**src/rtl/keypad_scan_ctrl.sv**
```systemverilog
// 4x4 keypad column scanner: drives one column low at a time, debounces a single-key
// press on the synchronized rows, reports it as row*4+col and tracks release.
module keypad_scan_ctrl #(
  parameter int unsigned SCAN_DIV = 1000,
  parameter int unsigned DEBOUNCE = 4
) (
  input  logic       clk,
  input  logic       rst_n,
  input  logic       scan_en,
  input  logic [3:0] row_in,
  output logic [3:0] col_out,
  output logic [3:0] key_code,
  output logic       key_valid,
  output logic       key_held
);

  typedef enum logic [1:0] {StScan, StDebounce, StHeld} state_e;

  localparam logic [15:0] DwellMax = 16'(SCAN_DIV - 1);
  localparam logic [3:0]  DebCnt   = 4'(DEBOUNCE);

  state_e      state_q, state_d;
  logic [3:0]  rs_meta_q, rs_q;
  logic [15:0] dwell_q, dwell_d;
  logic [1:0]  col_q, col_d;
  logic [3:0]  match_q, match_d;
  logic [3:0]  rel_q, rel_d;
  logic [3:0]  pat_q, pat_d;
  logic [3:0]  code_q, code_d;
  logic        valid_q, valid_d;
  logic        tick;
  logic        one_low;
  logic [1:0]  row_idx;

  // Only a single low row is a legal key; anything else is idle or ghosting.
  always_comb begin
    one_low = 1'b1;
    row_idx = 2'd0;
    case (rs_q)
      4'hE:    row_idx = 2'd0;
      4'hD:    row_idx = 2'd1;
      4'hB:    row_idx = 2'd2;
      4'h7:    row_idx = 2'd3;
      default: one_low = 1'b0;
    endcase
  end

  always_comb begin
    tick    = (dwell_q == DwellMax);
    state_d = state_q;
    dwell_d = dwell_q;
    col_d   = col_q;
    match_d = match_q;
    rel_d   = rel_q;
    pat_d   = pat_q;
    code_d  = code_q;
    valid_d = 1'b0;

    if (!scan_en) begin
      state_d = StScan;
      dwell_d = '0;
      col_d   = '0;
      match_d = '0;
      rel_d   = '0;
    end else begin
      dwell_d = tick ? '0 : dwell_q + 16'd1;
      if (tick) begin
        case (state_q)
          StScan: begin
            if (one_low) begin
              pat_d   = rs_q;
              match_d = 4'd1;
              if (DebCnt == 4'd1) begin
                state_d = StHeld;
                code_d  = {row_idx, col_q};
                valid_d = 1'b1;
                rel_d   = '0;
              end else begin
                state_d = StDebounce;
              end
            end else begin
              col_d = col_q + 2'd1;
            end
          end
          StDebounce: begin
            if (rs_q == pat_q) begin
              match_d = match_q + 4'd1;
              if (match_q + 4'd1 == DebCnt) begin
                state_d = StHeld;
                code_d  = {row_idx, col_q};
                valid_d = 1'b1;
                rel_d   = '0;
              end
            end else begin
              state_d = StScan;
              col_d   = col_q + 2'd1;
            end
          end
          StHeld: begin
            if (rs_q == 4'hF) begin
              rel_d = rel_q + 4'd1;
              if (rel_q + 4'd1 == DebCnt) begin
                state_d = StScan;
                col_d   = col_q + 2'd1;
                rel_d   = '0;
              end
            end else begin
              rel_d = '0;
            end
          end
          default: state_d = StScan;
        endcase
      end
    end
  end

  always_ff @(posedge clk or negedge rst_n) begin
    if (!rst_n) begin
      rs_meta_q <= 4'hF;
      rs_q      <= 4'hF;
      state_q   <= StScan;
      dwell_q   <= '0;
      col_q     <= '0;
      match_q   <= '0;
      rel_q     <= '0;
      pat_q     <= 4'hF;
      code_q    <= '0;
      valid_q   <= 1'b0;
    end else begin
      rs_meta_q <= row_in;
      rs_q      <= rs_meta_q;
      state_q   <= state_d;
      dwell_q   <= dwell_d;
      col_q     <= col_d;
      match_q   <= match_d;
      rel_q     <= rel_d;
      pat_q     <= pat_d;
      code_q    <= code_d;
      valid_q   <= valid_d;
    end
  end

  assign col_out   = scan_en ? ~(4'b0001 << col_q) : 4'hF;
  assign key_code  = code_q;
  assign key_valid = valid_q;
  assign key_held  = (state_q == StHeld);

endmodule

```
**config.mk**
```make
export PLATFORM = sky130hd
export DESIGN_NAME = keypad_scan_ctrl
export DESIGN_NICKNAME = d
export VERILOG_FILES = /design/src/rtl/keypad_scan_ctrl.sv
export SDC_FILE = /design/constraint.sdc
export NUM_CORES = 1
export LEC_CHECK = 0
export CAP_MARGIN = 20
export CORE_MARGIN = 10
export CORE_UTILIZATION = 40
export CTS_CLUSTER_DIAMETER = 150
export DETAILED_ROUTE_END_ITERATION = 10
export HOLD_SLACK_MARGIN = 0.06
export PLACE_DENSITY_LB_ADDON = 0.2
export RECOVER_POWER = 50
export SLEW_MARGIN = 20
export SYNTH_ARGS = -nofsm -noshare
export SYNTH_HDL_FRONTEND = slang
export SYNTH_SLANG_ARGS = --single-unit
export TNS_END_PERCENT = 50
```
**constraint.sdc**
```tcl
create_clock -name clk -period 2.6 [get_ports clk]
set_clock_uncertainty 0.1 [all_clocks]
set_input_delay 0.26 -clock clk [delete_from_list [all_inputs] [get_ports clk]]
set_output_delay 0.26 -clock clk [all_outputs]
set_load 0.05 [all_outputs]
```
==> run_results.csv, run 1 <==
group,metric,value,unit
setup_path,crit_type,"flip-flop to flip-flop",
power,switchingPower,0.3450,mW
die,dieHeight,97.50,um
cells_and_area,multi_input_area,0.001192,mm2
sta,slew_viol_final,0,
clock_tree,path_clk_slew,0.09,ns
die,rows,28,
sta,whs,0.2593,ns
setup_path,cp_max_fo,6,
sta,finalCriticalPeriod,2.424,ns
logic_synthesis,synth.top_cells.by_area,"dfrtp_1 34%, dfstp_2 13%, ha_1 4.7%",
power,p_int,0.9536,mW
detailed_routing,wl_per_cell,14.36,um
job,cap_violations,0,
place,dpl_cell_area,0.002689,mm2
logic_synthesis,synth.most_common_cell,"dfrtp_1",
sta,rsz0062_at_grt,"false",
die,die_w,97.50,um
detailed_routing,drtAntennaViolNets,0,
logic_synthesis,synth_top_area_share,34.38,%
sta,worst_pin_slew,0.8053,ns
cells_and_area,stdcell_area,0.002783,mm2
sta,slew_headroom,46.32,%
logic_synthesis,ys_seq_elements,45,
power,seqPwrFrac,57.1,%
logic_synthesis,ys.warnings.count,0,
clock_tree,clock-root-buffer,"clkbuf_8",
die,die_area,0.009505,mm2
logic_synthesis,synthArstFlopShare,100.0,%
logic_synthesis,synth_edf_count,0,
sta,fmax,412.5,MHz
sta,final.period_utilization,93.25,%
clock_tree,h-tree-depth,2,
power,p_per_area,466.7,mW/mm2
global_route,grt_pass1_wl,8.487,mm
logic_synthesis,yosys-top-cells-count,"33 x dfrtp_1, 23 x nor2_1, 15 x nand2_1, 12 x dfstp_2, 12 x nand3_1",
setup_path,worstPathArrival,2.56,ns
cells_and_area,n_antenna_cell,0,
logic_synthesis,synth-adder-area-share,4.688,%
clock_tree,clock_path_buffers,2,
sta,setup_viol,0,
logic_synthesis,syn_avg_cell_area,10.27,um2
logic_synthesis,synth_cells,234,
setup_path,cp-end-kind,"flip-flop",
logic_synthesis,synth_compound_area_share,12.71,%
clock_tree,cts_resized,0,
outcome,status,"finished, final reports clean",
cells_and_area,fin_nets,276,
detailed_routing,drt-vias-per-instance,5.304,
power,p_clk_share,33.2,%
setup_path,startpoint_type,"flip-flop",
logic_synthesis,synth_top_area_cell,"dfrtp_1",
logic_synthesis,ys_types,44,
cells_and_area,syn2layout_area_growth,15.83,%
die,start_util,40.82,%
logic_synthesis,synth_mux_area_share,3.750,%
global_route,overflow,0,
logic_synthesis,syn_area,0.002402,mm2
place,dp_hpwl,3.516,mm
power,comb_power_share,9.7,%
clock_tree,cts_tree,"yes",
worst_hold_path,min_path_type,"flip-flop to flip-flop",
setup_path,critPathRequiredTime,2.73,ns
detailed_routing,drt_iter0_markers,110,
global_route,grt_pass1_vias,1718,
global_route,grt_max_degree,34,
clock_tree,ctsHoldBuffers,1,
place,gp_congestion,0.7942,
cells_and_area,fin_util,47.28,%
logic_synthesis,seq_area_frac_synth,47.50,%
logic_synthesis,ys.flop_type,"dfrtp_1",
cells_and_area,drive_gt1_share,17.24,%
cells_and_area,regArea,0.001141,mm2
detailed_routing,via_count,1782,
logic_synthesis,syn_nets,250,
detailed_routing,drc,0,
power,p_sw_share,26.57,%
die,num_io_pins,17,
logic_synthesis,synth_xor_area_share,6.927,%
die,core_area,0.005886,mm2
power,ir_worst_vdd,0.2125,mV
clock_tree,clkLatencyLatePin,0.30,ns
sta,hold_violations,0,
logic_synthesis,synthSimpleGateAreaFrac,21.56,%
detailed_routing,dr.pass1.iters,4,
power,p_leak,1.213,nW
clock_tree,cts_made_buffers,5,
cells_and_area,nFillCells,558,
global_route,gr-usage-all-layers,10.32,%
logic_synthesis,synth_top_family_by_area,"simple AND/OR/NAND/NOR gates",
sta,timing.setup.tns,0,ns
detailed_routing,route.final.wire_length,4.826,mm
place,port-buffer-count,16,
clock_tree,numClockSinks,45,
global_route,antenna_found_initial,0,
clock_tree,post_cts_buffers,0,
-- flip-flops by register name, indices dropped and copies added (netlist names) --
register / cells
dwell_q: 16
key_code: 4
match_q: 4
pat_q: 4
rel_q: 4
rs_meta_q: 4
rs_q: 4
col_q: 2
state_q: 2
key_valid: 1
-- cells in the final DEF (no fill, tap or decap), drive strengths merged, types with 7 or more instances in the layout --
| cell | instances |
|---|---|
| dfrtp | 33 |
| inv | 9 |
| ha | 9 |
| and3 | 8 |
| dfstp | 12 |
| nor2 | 23 |
| or4 | 8 |
| o21ai | 9 |
| nand2 | 15 |
| clkdlybuf4s50 | 7 |
| xor2 | 10 |
| mux2 | 8 |
| buf | 14 |
| nand3 | 12 |
| clkbuf | 8 |
| xnor2 | 9 |
-- metrics by stage --
step | cells | worst slack [ns] | power, mW
finish | 336 | 0.1756 | 1.299
global route | 336 | 0.02978 | 1.362
CTS | 336 | 0.1537 | 1.320
detailed placement | 327 | 0.1680 | 0.8835
global placement | 327 | 0.1974 | 0.8826
floorplan | 234 | 0.2060 | 0.8286
-- cells by family after synthesis --
family,after synthesis
AOI/OAI and AO/OA,40
adders and majority gates,9
and+or+nand+nor,95
xor gates and xnor gates,19
buffers and inverters,18
DFF,45
muxes,8
-- critical path, stage by stage, from the launching register on --
cell and delay [ns]:
dfrtp_1 0.44, or4_1 0.50, or4_1 0.52, nor2_1 0.14, and3_1 0.29, mux2_2 0.37
-- power groups by stage --
stage / Clock, mW / Sequential (mW) / Combinational, mW
6_report: 0.432 / 0.741 / 0.126
3_5_place_dp: 0 / 0.754 / 0.129
3_3_place_gp: 0 / 0.754 / 0.129
2_1_floorplan: 0 / 0.744 / 0.0843
5_1_grt: 0.474 / 0.744 / 0.143
4_1_cts: 0.448 / 0.741 / 0.131
-- final timing paths --
| kind | from | endpoint | slack (ns) | cells past startpoint |
|---|---|---|---|---|
| setup / recovery | dwell_q[4] | pat_q[0] | 0.18 | 5 |
| hold / removal | rs_meta_q[1] | rs_q[1] | 0.26 | 0 |
| setup reg to reg | dwell_q[4] | pat_q[0] | 0.18 | 5 |
| hold reg to reg | rs_meta_q[1] | rs_q[1] | 0.26 | 0 |
| max in group asynchronous | rst_n | state_q[1] | 0.74 | 3 |
| min in group asynchronous | rst_n | dwell_q[11] | 0.42 | 2 |
-- routing by layer --
metal	vias to the layer above	global-route usage (%)	part of all wire [%]	routed length, um
li1	901	-	-	-
met1	850	14.46	52	2497
met2	23	15.28	44	2107
met3	8	1.494	2.8	135
met4	0	4.362	1.8	87
met5	-	0	0	0
-- layout make-up --
cell class / instances / share of cell area [%]
multi-input combinational: 171 / 42.85
sequential: 45 / 41.01
timing repair buffer: 28 / 8.408
tap: 75 / 3.372
clock buffer: 6 / 2.608
inverter: 9 / 1.214
clock inverter: 2 / 0.5396
(Power assumes the default switching activity.)
==> run 2: changes to the inputs <==
CTS_CLUSTER_SIZE = 16   (was not set)
==> results of run 2 <==
Same layout as run 1: the final DEF is identical, and so are final timing and power.
==> patch: new RTL, settings of run 1 <==
Register the inputs `scan_en` and `row_in` before use, with the module's reset. The logic sees them one clock later.
--- a/src/rtl/keypad_scan_ctrl.sv
+++ b/src/rtl/keypad_scan_ctrl.sv
@@ -19,4 +19,17 @@
   localparam logic [15:0] DwellMax = 16'(SCAN_DIV - 1);
   localparam logic [3:0]  DebCnt   = 4'(DEBOUNCE);
+
+  logic scan_en_q;
+  logic [3:0] row_q;
+
+  always_ff @(posedge clk or negedge rst_n) begin
+    if (!rst_n) begin
+      scan_en_q <= '0;
+      row_q     <= '0;
+    end else begin
+      scan_en_q <= scan_en;
+      row_q     <= row_in;
+    end
+  end
 
   state_e      state_q, state_d;
@@ -57,5 +70,5 @@
     valid_d = 1'b0;
 
-    if (!scan_en) begin
+    if (!scan_en_q) begin
       state_d = StScan;
       dwell_d = '0;
@@ -128,5 +141,5 @@
       valid_q   <= 1'b0;
     end else begin
-      rs_meta_q <= row_in;
+      rs_meta_q <= row_q;
       rs_q      <= rs_meta_q;
       state_q   <= state_d;
@@ -141,5 +154,5 @@
   end
 
-  assign col_out   = scan_en ? ~(4'b0001 << col_q) : 4'hF;
+  assign col_out   = scan_en_q ? ~(4'b0001 << col_q) : 4'hF;
   assign key_code  = code_q;
   assign key_valid = valid_q;
Function: changed (Yosys sat finds a counterexample within 4 cycles, from zero or initial values and one cycle with rst_n low).
==> patch against run 1 <==
Area after synthesis grew 5.8%. Worst hold slack lost 1.4 ps. Sequential share of layout area grew 1.6 points. Total power grew 5.1%. Final area grew 6.8%. Worst setup slack lost 43 ps. Non-clock buffer count grew 3. Critical path depth is the same. Routed wire length shrank 0.75%. Sequential cell count grew 5. Combinational power shrank 35%.
==> patch: results (changes against run 1) <==
[power] combinational group share of total power 0.060 [-0.037]
[placed_design] number of placed instances with taps included 330 [+0.92%]
[hold_path] Hold Path Sink rs_meta_q[0]$_DFF_PN1_
[finish] fraction of area in multi-input gates 0.4108 [-0.01773]
[placed_design] Placer Congestion 0.8146 [+2.6%]
[finish] combined flip-flop and latch cell area 1266 um2 [+11%]
[critical_path] reg-to-reg critical path endpoint key_code[1]$_DFFE_PN0P_
[timing] remaining max-slew budget at the tightest pin 0.2038 [-0.2594]
[finish] layout buffering overhead excluding clock cells 0.09428 [+0.01019]
[timing] final critical-path share of the clock period 0.9492 [+0.01670]
[placed_design] hpwl dp 3424 um [-2.6%]
[critical_path] startpoint of the most critical register-to-register path dwell_q[12]$_DFF_PN0_
[power] share of total power consumed by net switching 0.2479 [-0.01780]
[power] power in the clock group 0.461 mW [+6.7%]
[finish] clock distribution area overhead in the final layout 0.03114 [-0.0003300]
[power] leakage power 1.309 nW [+7.9%]
[placed_design] Placed Instance Area 2856 um2 [+6.2%]
[power] switching power 0.3382 mW [-2.0%]
[finish] Fillers 564 [+1.1%]
[finish] Inverters, non-clock 5 [-4]
[critical_path] register-to-register setup slack 130 ps [-40 ps]
[status] status complete, no violations
[finish] signed area change from the synthesized netlist to the final layout 16.99%
[yosys] top cells by instance count after synthesis dfrtp_1, nor2_1, nand2_1
[finish] number of nets in the layout 281 [+1.8%]
[routing] average wire per cell in the routed design 14.05 um [-2.2%]
[timing] worst hold slack across all endpoints 257.9 ps [-1.440 ps]
[critical_path] data arrival time of the critical path 2570 ps [about the same]
[finish] share of cells above drive strength 1 0.1992 [+0.02683]
[hold_path] hold path startpoint row_q[0]$_DFF_PN0_
[critical_path] CP max FO 4 [-2]
[placed_design] worst setup slack before clock tree synthesis 67.97 ps [-100.0 ps]
[routing] number of vias after detailed routing 1766 [-0.90%]
[finish] count of clock buffers in the final design 5 [-1]
[global_route] pin count of the biggest net entering global routing 51 [+50%]
[yosys] Syn Inst Count 236 [+0.85%]
[finish] nonclk buf count 31 [+11%]
[yosys] Mapped Nets 252 [+0.80%]
[finish] non-filler cells in the finished layout 341 [+1.5%]
[global_route] GRT Total Usage 0.1001 [-0.003120]
[clocking] TritonCTS sink count 50 [+11%]
[power] VDD IR max 0.3162 mV [+49%]
==> patch: cell types whose count changed in the layout (fill, tap and decap cells not counted), sizes merged, moves of 4 or more <==
cell,run 1,this run
dfrtp,33,38
mux2i,0,4
o21ai,9,3
o41ai,6,0
or4,8,3
==> patch: per-layer routing <==
layer | vias to the layer above | share of wire | GRT usage
met5 | - | 0 | 0
li1 | 891 | - | -
met1 | 847 | 0.50 | 0.1332
met2 | 22 | 0.44 | 0.1478
met4 | 0 | 0.011 | 0.02977
met3 | 6 | 0.049 | 0.03599
==> patch: logic make-up after synthesis <==
family                   count (synthesis)  share of synthesized area
adder cells (fa/ha/maj)                  9                    0.04431
XOR/XNOR                                21                    0.07238
AO/OA/AOI/OAI                           28                    0.08125
flip-flops                              50                     0.4983
AND/OR/NAND/NOR                        100                     0.2162
multiplexers                            14                    0.06598
buffers and inverters                   14                    0.02167
